<file path="src/rtl/fpu_norm_round.sv">
// fpu_norm_round: single-precision normalise / denormalise / round stage.
// Sits between the add/mul mantissa datapath and the pack stage. Takes an
// unnormalised {sign, exponent, mantissa, guard, round, sticky}, then:
//   - shifts left until the hidden bit [23] is set or the exponent hits -126,
//   - shifts right while the exponent is below -126,
//   - rounds to nearest, ties to even.
// The result goes out with a 10-bit signed exponent and a 27-bit mantissa
// {3'b000, m[23:0]}. Exponent overflow and the -0 fix are left to pack.
//
// Build option: define FPU_NORM_ROUND_FAST_SHIFT_EN to replace the iterative
// one-bit-per-cycle left shift with a single-cycle leading-zero-count shift.
// The results are bit-identical; only the latency changes.
//
// Handshake: a beat moves across an interface on a rising clk edge where
// valid && ready are both high. Once out_valid is raised, it and z_*_out hold
// steady until out_ready is seen. in_ready is high only while the stage is idle.
module fpu_norm_round (
  input  logic        clk,
  input  logic        rst,
  input  logic        in_valid,
  output logic        in_ready,
  input  logic        in_s,
  input  logic [9:0]  in_e,
  input  logic [23:0] in_m,
  input  logic        in_g,
  input  logic        in_r,
  input  logic        in_st,
  output logic        out_valid,
  input  logic        out_ready,
  output logic        z_s_out,
  output logic [9:0]  z_e_out,
  output logic [26:0] z_m_out
);

  typedef enum logic [2:0] {
    IDLE   = 3'd0,
    NORM_L = 3'd1,
    NORM_R = 3'd2,
    ROUND  = 3'd3,
    OUT    = 3'd4
  } state_t;

  // Smallest normal exponent; also the exponent used for denormals.
  localparam logic signed [9:0] E_MIN = -10'sd126;

  state_t            state_q, state_d;
  logic              s_q, s_d;
  logic signed [9:0] e_q, e_d;
  logic [23:0]       m_q, m_d;
  logic              g_q, g_d;
  logic              r_q, r_d;
  logic              st_q, st_d;
  logic              first_q, first_d;
  logic              in_ready_q, in_ready_d;
  logic              out_valid_q, out_valid_d;
  logic              z_s_q, z_s_d;
  logic [9:0]        z_e_q, z_e_d;
  logic [23:0]       z_m_q, z_m_d;

  logic              is_zero;
  logic              rnd_up;

  assign is_zero = ({m_q, g_q, r_q} == 26'd0);
  assign rnd_up  = g_q & (r_q | st_q | m_q[0]);

`ifdef FPU_NORM_ROUND_FAST_SHIFT_EN
  // Count the leading zeros of {m, g, r}; 26 means the vector is all zero.
  function automatic logic [4:0] lzc26(input logic [25:0] v);
    logic [4:0] n;
    logic       found;
    n     = 5'd0;
    found = 1'b0;
    for (int i = 25; i >= 0; i--) begin
      if (!found) begin
        if (v[i]) found = 1'b1;
        else      n = n + 5'd1;
      end
    end
    return n;
  endfunction

  logic [4:0]         lz;
  logic signed [10:0] head;
  logic [4:0]         sh;
  logic [25:0]        vec_sh;

  // Whole left shift in one step, clamped so the exponent stops at -126.
  always_comb begin
    lz   = lzc26({m_q, g_q, r_q});
    head = {e_q[9], e_q} + 11'sd126;
    if (head <= 11'sd0) begin
      sh = 5'd0;
    end else if (head < $signed({6'd0, lz})) begin
      sh = head[4:0];
    end else begin
      sh = lz;
    end
    vec_sh = {m_q, g_q, r_q} << sh;
  end
`endif

  // Next-state and datapath logic for the whole stage.
  always_comb begin
    state_d     = state_q;
    s_d         = s_q;
    e_d         = e_q;
    m_d         = m_q;
    g_d         = g_q;
    r_d         = r_q;
    st_d        = st_q;
    first_d     = first_q;
    in_ready_d  = in_ready_q;
    out_valid_d = out_valid_q;
    z_s_d       = z_s_q;
    z_e_d       = z_e_q;
    z_m_d       = z_m_q;

    case (state_q)
      IDLE: begin
        if (in_valid) begin
          s_d        = in_s;
          e_d        = $signed(in_e);
          m_d        = in_m;
          g_d        = in_g;
          r_d        = in_r;
          st_d       = in_st;
          first_d    = 1'b1;
          in_ready_d = 1'b0;
          state_d    = NORM_L;
        end
      end

      NORM_L: begin
        first_d = 1'b0;
`ifdef FPU_NORM_ROUND_FAST_SHIFT_EN
        if (first_q && is_zero) begin
          e_d = E_MIN;
        end else begin
          e_d = e_q - $signed({5'd0, sh});
          m_d = vec_sh[25:2];
          g_d = vec_sh[1];
          r_d = vec_sh[0];
        end
        state_d = NORM_R;
`else
        if (first_q && is_zero) begin
          // A zero value has no hidden bit to find; park it at the denormal exponent.
          e_d     = E_MIN;
          state_d = NORM_R;
        end else if (!m_q[23] && (e_q > E_MIN)) begin
          e_d = e_q - 10'sd1;
          m_d = {m_q[22:0], g_q};
          g_d = r_q;
          r_d = 1'b0;
        end else begin
          state_d = NORM_R;
        end
`endif
      end

      NORM_R: begin
        if (e_q < E_MIN) begin
          // Bits falling off the round position collapse into sticky.
          e_d  = e_q + 10'sd1;
          m_d  = {1'b0, m_q[23:1]};
          g_d  = m_q[0];
          r_d  = g_q;
          st_d = st_q | r_q;
        end else begin
          state_d = ROUND;
        end
      end

      ROUND: begin
        z_s_d = s_q;
        if (rnd_up && (m_q == 24'hFFFFFF)) begin
          z_m_d = 24'h800000;
          z_e_d = e_q + 10'sd1;
        end else if (rnd_up) begin
          z_m_d = m_q + 24'd1;
          z_e_d = e_q;
        end else begin
          z_m_d = m_q;
          z_e_d = e_q;
        end
        out_valid_d = 1'b1;
        state_d     = OUT;
      end

      OUT: begin
        if (out_ready) begin
          out_valid_d = 1'b0;
          in_ready_d  = 1'b1;
          state_d     = IDLE;
        end
      end

      default: begin
        state_d     = IDLE;
        out_valid_d = 1'b0;
        in_ready_d  = 1'b1;
      end
    endcase
  end

  // State register; reset abandons any beat in flight and clears the outputs.
  always_ff @(posedge clk) begin
    if (rst) begin
      state_q     <= IDLE;
      s_q         <= 1'b0;
      e_q         <= '0;
      m_q         <= '0;
      g_q         <= 1'b0;
      r_q         <= 1'b0;
      st_q        <= 1'b0;
      first_q     <= 1'b0;
      in_ready_q  <= 1'b1;
      out_valid_q <= 1'b0;
      z_s_q       <= 1'b0;
      z_e_q       <= '0;
      z_m_q       <= '0;
    end else begin
      state_q     <= state_d;
      s_q         <= s_d;
      e_q         <= e_d;
      m_q         <= m_d;
      g_q         <= g_d;
      r_q         <= r_d;
      st_q        <= st_d;
      first_q     <= first_d;
      in_ready_q  <= in_ready_d;
      out_valid_q <= out_valid_d;
      z_s_q       <= z_s_d;
      z_e_q       <= z_e_d;
      z_m_q       <= z_m_d;
    end
  end

  assign in_ready  = in_ready_q;
  assign out_valid = out_valid_q;
  assign z_s_out   = z_s_q;
  assign z_e_out   = z_e_q;
  assign z_m_out   = {3'b000, z_m_q};

endmodule

</file>
<file path="config.mk">
export PLATFORM = sky130hd
export DESIGN_NAME = fpu_norm_round
export DESIGN_NICKNAME = d
export VERILOG_FILES = /design/src/rtl/fpu_norm_round.sv
export SDC_FILE = /design/constraint.sdc
export NUM_CORES = 1
export LEC_CHECK = 0
export ABC_AREA = 1
export CAP_MARGIN = 20
export CORE_UTILIZATION = 49
export CTS_CLUSTER_SIZE = 8
export DETAILED_ROUTE_END_ITERATION = 8
export PLACE_DENSITY = 0.8
export SLEW_MARGIN = 40
export SYNTH_ARGS = -nofsm -noshare
export SYNTH_HDL_FRONTEND = slang
export SYNTH_SLANG_ARGS = --single-unit
</file>
<file path="constraint.sdc">
create_clock -name clk -period 3.36 [get_ports clk]
set_input_delay 0.672 -clock clk [delete_from_list [all_inputs] [get_ports clk]]
set_output_delay 0.672 -clock clk [all_outputs]
set_load 0.01 [all_outputs]
</file>
After elaboration in Yosys (flattened, before gate mapping)
Cells that the tools add are included.
{ "totals": {"reg_bits": 79, "in_bits": 42} }
{ "classes": {"n_reduce_logical": 19, "eq_ne": 13, "n_lt_le_gt_ge": 2, "muxes": 39, "bitwise_logic": 5, "addsub": 3} }
{ "ops": {"columns": ["op", "n"], "rows": [
  ["2-to-1 mux 24 bit", 6],
  ["case mux 24 bit (3 select lines)", 1],
  ["2-to-1 mux 10 bit", 5],
  ["case mux 10 bit (3 select lines)", 1],
  ["zero test 26 bit", 1],
  ["adder 24 x 1 -> 24 bit, second input constant", 1],
  ["equality test 24 bit, second input constant", 1],
  ["2-to-1 mux 3 bit", 5],
  ["case mux 3 bit (5 select lines)", 1],
  ["2-to-1 mux 1 bit", 14],
  ["inequality test 2 bit, second input constant", 6],
  ["case mux 1 bit (3 select lines)", 4],
  ["adder 10 x 2 -> 10 bit, second input constant", 1],
  ["> comparator 10 x 8 -> 1 bit, second input constant", 1],
  ["< comparator 10 x 8 -> 1 bit, second input constant", 1],
  ["subtractor 10 x 2 -> 10 bit, second input constant", 1],
  ["AND reduction 4 bit", 2],
  ["equality test 3 x 2 -> 1 bit, second input constant", 2],
  ["inequality test 3 bit, second input constant", 2],
  ["AND reduction 2 bit", 3],
  ["AND reduction 3 bit", 2],
  ["OR reduction 3 bit", 2],
  ["AND reduction 5 bit", 1],
  ["case mux 1 bit (2 select lines)", 2],
  ["other kinds (10)", 15]
]} }

Longest topological paths before layout
Gate-level depths: netlist of run 1.
{ "depth": {"depth_word": 5, "ltp_mapped": 14, "depth_no_buf": 12} }

Worst setup path before layout of run 1
OpenSTA, ideal clock, no wires.
{ "synth_path": {"path_kind": "register to register", "from": "reg m_q[0]", "to": "reg z_m_q[15]", "path_stages_with_launch": 12, "arrival_time_ps": 1545, "synth_period_minus_slack_ps": 1677, "slack_ps": 1683, "required_ps": 3228, "path_cell_list": "dfxtp_1 > ha_1 > nand2_1 > nor2_1 > nand2_1 > nor2_4 > nand4_4 > nand2_1 > inv_1 > buf_2 > nand3_1 > a21oi_1"} }
{ "synth_between": {"elab_chain_cells": 4, "word_cells_on_any_way": 7, "cone_classes": "1 x add/sub; 1 x eq/ne; 2 x mux; 2 x bitwise; 1 x reduce/logical"} }
{ "synth_rtl": {"columns": ["element", "line_no", "text"], "rows": [
  ["start: declaration", "49", "logic [23:0] m_q, m_d;"],
  ["start signal: assignment", "226", "m_q <= m_d;"],
  ["branches (longest 3 deep; another with adder 24 x 1 -> 24 bit)", null, null],
  ["2-to-1 mux 24 bit *", "176", "if (rnd_up && (m_q == 24'hFFFFFF)) begin"],
  ["end signal: assignment", "235", "z_m_q <= z_m_d;"],
  ["end: declaration", "58", "logic [23:0] z_m_q, z_m_d;"]
]} }
Every way passes the cells marked *.
A chain may end at the register's enable or synchronous reset.

Final worst setup path of run 1
{ "layout_path": {"from": "reg state_q[0]", "to": "reg m_q[2]"} }
{ "layout_between": {"elab_chain_cells": 3, "word_cells_on_any_way": 10, "cone_classes": "6 x eq/ne; 1 x mux; 3 x reduce/logical"} }
{ "layout_rtl": {"columns": ["element", "line_no", "text"], "rows": [
  ["start: declaration", "46", "state_t state_q, state_d;"],
  ["start signal: assignment", "223", "state_q <= state_d;"],
  ["equality test 3 x 1 -> 1 bit, or another cell as far along", "118", "case (state_q)"],
  ["inequality test 2 bit (no source line) or nonzero test 3 bit (tied branches)", null, null],
  ["AND reduction 5 bit (no source line)", null, null]
]} }
Parallel ways exist; a longest one is shown, timed or not.

==> results of run 1 <==
-- metal layers --
metal,vias up,wire length (um),part of all wire (%)
li1,2796,-,-
met1,2535,6863,46
met2,244,6392,43
met3,40,1074,7.3
met4,0,441,3.0
met5,-,0,0
-- final cells by class --
| type | instances | area [um2] | area share [%] |
|---|---|---|---|
| clock buffers | 11 | 151.4 | 2.466 |
| clock inverters | 5 | 32.53 | 0.5299 |
| inverters | 70 | 265.3 | 4.320 |
| multi-input cells | 648 | 3113 | 50.70 |
| flip-flops and latches | 79 | 1582 | 25.76 |
| well taps | 136 | 170.2 | 2.772 |
| repair buffers | 84 | 825.8 | 13.45 |
-- how the worst max path moves through the flow --
stage	slack, ns	to	from
6_report	0.81	m_q[2]$_SDFFE_PP0P_	state_q[0]$_SDFFE_PP0P_
5_1_grt	0.62	m_q[21]$_SDFFE_PP0P_	state_q[0]$_SDFFE_PP0P_
4_1_cts	0.91	m_q[11]$_SDFFE_PP0P_	state_q[0]$_SDFFE_PP0P_
3_5_place_dp	0.92	m_q[11]$_SDFFE_PP0P_	state_q[0]$_SDFFE_PP0P_
3_3_place_gp	0.98	m_q[13]$_SDFFE_PP0P_	in_valid
2_1_floorplan	1.68	z_m_q[15]$_SDFFE_PP0P_	m_q[0]$_SDFFE_PP0P_
-- power by group through the flow --
stage / logic (mW) / registers (mW) / clock network, mW
after global placement: 2.48 / 1.58 / 0
after global routing: 2.88 / 1.62 / 0.728
after CTS: 2.52 / 1.56 / 0.683
final: 2.56 / 1.58 / 0.677
after floorplan: 2.11 / 1.46 / 0
after detailed placement: 2.51 / 1.58 / 0
-- worst register-to-register path: cells and delay by family, from the launching register on --
kind | cells | cell delay [ns]
buf+inv | 2 | 0.61
simple gates | 8 | 1.45
flops | 1 | 0.42
-- cell usage in the layout (no fill, tap or decap), types with 4 or more instances in the layout --
cell and count:
nand2_1 268, nor2_1 101, dfxtp_1 79, clkdlybuf4s50_1 78, a21oi_1 66, inv_1 57
nand3_1 57, and3_1 25, o22ai_1 23, xor2_1 19, o21ai_0 16, nand4_1 15
inv_2 11, clkbuf_8 11, nor2_2 9, buf_4 6, nor2_4 5, nor3_1 5
nand2_2 5, ha_1 5, nand2_4 4
-- kinds of logic after synthesis --
| logic type | Yosys count | synth area share (%) |
|---|---|---|
| AND/OR/NAND/NOR | 504 | 42.80 |
| XOR/XNOR | 19 | 3.207 |
| other | 1 | 0.07227 |
| buffers and inverters | 111 | 9.670 |
| flip-flops | 79 | 30.48 |
| adder cells (fa/ha/maj) | 5 | 1.206 |
| AO/OA/AOI/OAI | 117 | 12.56 |
-- metrics by stage --
| stage | util, % | power (mW) | hold slack, ns |
|---|---|---|---|
| final | 59.74 | 4.818 | 0.4597 |
| after detailed placement | 57.95 | 4.088 | 0.4527 |
| after CTS | 59.74 | 4.767 | 0.4541 |
| after global placement | 57.95 | 4.062 | 0.4443 |
| after floorplan | - | 3.570 | 0.4299 |
| after global routing | 59.74 | 5.228 | 0.4853 |
-- flip-flops by register name, summed over array words and instances, names as in the netlist --
signal and cells:
s_q 1, z_m_q 24, first_q 1, m_q 24, g_q 1, in_ready 1
st_q 1, out_valid 1, state_q 3, z_s_out 1, e_q 10, r_q 1
z_e_out 10
==> metrics.cfg, run 1 <==
[power]
swShare_pct=49.90
peakVddDrop_mv=0.4698
p_int_mw=2.414
powerDensity_nw_per_um2=784.8
p_seq_share_pct=32.8
p_leak_nw=2.657
combPwrFrac_pct=53.2
p_sw_mw=2.404
p_clk_share_pct=14.1

[floorplan]
core_area_um2=10280
die_h_um=104.9
die-area_um2=11010
die_w_um=104.9
initial_core_util_pct=50.49
rows=37
ios=82

[global_routing]
antenna_found_initial=0
first_global_vias=5015
met1_usage_pct=38.54
grt_max_degree=40
use_met3_pct=3.431
grt_usage_pct=27.30
grt_pass1_wl_um=24440
grt.busiest_layer=met2
grt_remaining_overflow=0
use_met2_pct=41.77

[sta]
timing.final.crit_period_ns=2.554
rsz0062_at_grt=no
setup_tns_ns=0
relSlewSlack_pct=52.13
finalWorstSetupSlack_ns=0.8065
fin_skew_ns=0.009491
slew_viol_final=0
fin_crit_sh_pct=76.00
worst_slew_pin_slew_ns=0.7163
fmax_mhz=391.6
setup_viol=0
hold_violations=0

[logic_synthesis]
synthArstFlopShare_pct=0
syn_avg_cell_area_um2=6.207
synth_most_common_cell=nand2_1
ys.warnings.count=0
synthCells=836
synthesis.area_um2=5189
ys_types=40
netlist.area_leader.share_pct=30.48
synth-edff-count=0
synthTopCellsByArea=dfxtp_1, nand2_1, nor2_1
synth-seq-area-share_pct=30.48
yosysTopAreaCell=dfxtp_1
synth_top_flop_cell=dfxtp_1
ys_top_cells_by_count=nand2_1, nor2_1, dfxtp_1
ys_ff_latch=79

[critical_path]
path_cells=nor2_2 -> nand2_1 -> inv_2 -> nand2_2 -> nand3_2 -> inv_2 -> nand2_4 -> nand2_1 -> nand2_1 -> nor2_1
worst-path-buf-inv=2
cp_slowest_cell=nand2_1
worst_path_most_repeated_cell=nand2_1
critPathTopFamily=simple AND/OR/NAND/NOR gates
arrival_ns=2.84
crit_path_end_kind=flop
timing.rr.end=m_q[2]$_SDFFE_PP0P_
ff2ff_setup_slack_ns=0.81
start_kind=flop
r2r-start=state_q[0]$_SDFFE_PP0P_
crit_type=reg2reg
critical_path_peak_fanout=29
critPathRequiredTime_ns=3.65
worstSetupPathDepth=10
max_stage_delay_ns=0.53
r2r_cells=10

[detailed_routing]
wire_per_inst_um=14.30
vias=5615
dr.pass1.iters=5
ant_nets=0
routed_wl_um=14770
drc=0
drt_iter0_markers=422
routed_via_density=5.436

[clock_network]
clockBufferDepth=2
cts_hold_buffers=0
clock_latency_ns=0.36
post_cts_buffers=0
cts_root_buffer=clkbuf_8
htree_levels=3
clock_sinks=79
clk_pin_slew_ns=0.08
cts_buffers=9
cts_resized=0
cts_tree=built

[placement]
preCtsSetupSlack_ns=0.9237
dp.final_hpwl_um=10310
dpl.cell_count=1017
place_area_um2=5956
place.gp.congestion=0.9211
io_buffer_count=78

[run_status]
outcome=finished, final reports clean

[layout]
drive_gt1_share_pct=7.135
stdcell_area_um2=6140
area_growth_pct=18.33
stdcell_count=1033
diodes=0
fill_cells=1003
nets=939

[worst_hold_path]
hold_path_class=reg2reg
hold_depth=2
whs_endpoint=z_s_out$_SDFFE_PP0P_
worstHoldStart=s_q$_SDFFE_PP0P_

[run]
maxCapViolCount=0

(Power assumes the default switching activity.)
==> inputs of run 2 (changes only) <==
--- a/config.mk
+++ b/config.mk
@@ -10,7 +10,7 @@
 export CORE_UTILIZATION = 49
 export CTS_CLUSTER_SIZE = 8
 export DETAILED_ROUTE_END_ITERATION = 8
-export PLACE_DENSITY = 0.8
+export PLACE_DENSITY = 0.83
 export SLEW_MARGIN = 40
 export SYNTH_ARGS = -nofsm -noshare
 export SYNTH_HDL_FRONTEND = slang
==> constraint.sdc (replaced) <==
create_clock -name clk -period 2.25 [get_ports clk]
set_input_delay 0.45 -clock clk [delete_from_list [all_inputs] [get_ports clk]]
set_output_delay 0.45 -clock clk [all_outputs]
set_load 0.01 [all_outputs]
==> metrics.cfg, run 2 (same netlist as run 1, synthesis figures left out) <==
[worst_hold_path]
hold_depth=2
whs_endpoint=z_s_out$_SDFFE_PP0P_
worstHoldStart=s_q$_SDFFE_PP0P_
hold_path_class=reg2reg

[power]
p_leak_nw=2.736
peakVddDrop_mv=0.5898
powerDensity_nw_per_um2=1202

[clock_network]
cts_tree=built
clockBufferDepth=2
clock_sinks=79
htree_levels=3
clock_latency_ns=0.36
cts_root_buffer=clkbuf_8
cts_buffers=9
cts_hold_buffers=0
clk_pin_slew_ns=0.08

[sta]
finalWorstSetupSlack_ns=0.2056
slew_viol_final=0
fin_skew_ns=0.007614
hold_violations=0
worst_slew_pin_slew_ns=0.5183
timing.final.crit_period_ns=2.044
setup_tns_ns=0
rsz0062_at_grt=yes
fin_crit_sh_pct=90.86
relSlewSlack_pct=65.13
setup_viol=0
fmax_mhz=489.1

[placement]
dp.final_hpwl_um=10680
io_buffer_count=78
preCtsSetupSlack_ns=0.1015
place.gp.congestion=0.9660

[detailed_routing]
dr.pass1.iters=6
drc=0
vias=5740
routed_wl_um=15190
wire_per_inst_um=14.56
ant_nets=0
drt_iter0_markers=420
routed_via_density=5.503

[run]
maxCapViolCount=0

[floorplan]
rows=37
core_area_um2=10280
die_w_um=104.9
initial_core_util_pct=50.49
die_h_um=104.9
die-area_um2=11010
ios=82

[critical_path]
critPathRequiredTime_ns=2.51
timing.rr.end=m_q[20]$_SDFFE_PP0P_
ff2ff_setup_slack_ns=0.21
critical_path_peak_fanout=27
r2r_cells=12
start_kind=flop
crit_type=reg2reg
r2r-start=m_q[0]$_SDFFE_PP0P_
arrival_ns=2.30
crit_path_end_kind=flop

[global_routing]
first_global_vias=5264
grt_pass1_wl_um=25070
antenna_found_initial=0
grt_remaining_overflow=0
grt_max_degree=41
grt_usage_pct=28.12

[layout]
final_cell_mix=nand2_1, nor2_1, dfxtp_1, clkdlybuf4s50_1, a21oi_1
diodes=0
final_common_cell=nand2_1
drive_gt1_share_pct=7.938
area_growth_pct=20.95
nets=949
largestRegisters=m_q x24, z_m_q x24

[run_status]
outcome=finished, final reports clean

run 2: changes by cell type in the layout (fill, tap and decap cells not counted), sizes merged:
cell and delta:
buf +10, bufinv +2, clkbuf +2, clkinv -1
clkinvlp -3
run 2: how the worst max path moves through the flow:
stage / endpoint / cells past startpoint / startpoint / slack [ns]
2_1_floorplan: z_m_q[15]$_SDFFE_PP0P_ / 11 / m_q[0]$_SDFFE_PP0P_ / 0.57
3_3_place_gp: m_q[17]$_SDFFE_PP0P_ / 12 / m_q[0]$_SDFFE_PP0P_ / 0.18
3_5_place_dp: z_m_q[9]$_SDFFE_PP0P_ / 10 / m_q[1]$_SDFFE_PP0P_ / 0.10
4_1_cts: z_m_q[9]$_SDFFE_PP0P_ / 10 / m_q[1]$_SDFFE_PP0P_ / 0.1
5_1_grt: m_q[20]$_SDFFE_PP0P_ / 12 / m_q[0]$_SDFFE_PP0P_ / -0.01
6_report: m_q[20]$_SDFFE_PP0P_ / 12 / m_q[0]$_SDFFE_PP0P_ / 0.21
run 2: timing repair:
item / 4_1_cts / 5_1_grt
setup buffers: 0 / 2
setup endpoints to repair: 0 / 32
gates resized for setup: 0 / 1
run 2: through the flow:
step	cell area, um2	utilization, %	std cells	total power, mW	hold WS (ns)
6_report	6276	61.07	1043	7.543	0.4594
5_1_grt	6276	61.07	1043	8.141	0.4810
4_1_cts	6252	60.84	1041	7.436	0.4665
3_5_place_dp	6028	58.66	1025	6.208	0.4549
3_3_place_gp	6028	58.66	1025	6.162	0.4443
2_1_floorplan	5196	-	838	5.331	0.4299
run 2: critical path: stages, from the launching register on:
cell and delay [ns]:
dfxtp_1 0.32, buf_4 0.16, inv_2 0.10, ha_1 0.20, nand3_1 0.08, nor2_1 0.13
nand2_2 0.16, nand2_2 0.13, nand2_4 0.19, nand2_8 0.24, nand2_1 0.08, nand2_1 0.08
nor2_1 0.05
run 2: final cells by class:
cell class,count,area [um2]
fill,1005,4001
clock inverter,3,65.06
timing repair buffer,94,913.4
sequential,79,1582
inverter,70,265.3
multi-input combinational,648,3122
tap,136,170.2
clock buffer,13,158.9
run 2: power breakdown:
group	switching, mW	internal (mW)
sequential	0.569	1.78
combinational	2.53	1.45
clock	0.526	0.686
total	3.63	3.92
run 2: layer usage:
layer,part of all wire [%],global-route usage [%]
met1,44,37.55
met2,45,44.61
met3,8.8,4.803
met4,2.6,11.97
met5,0,0
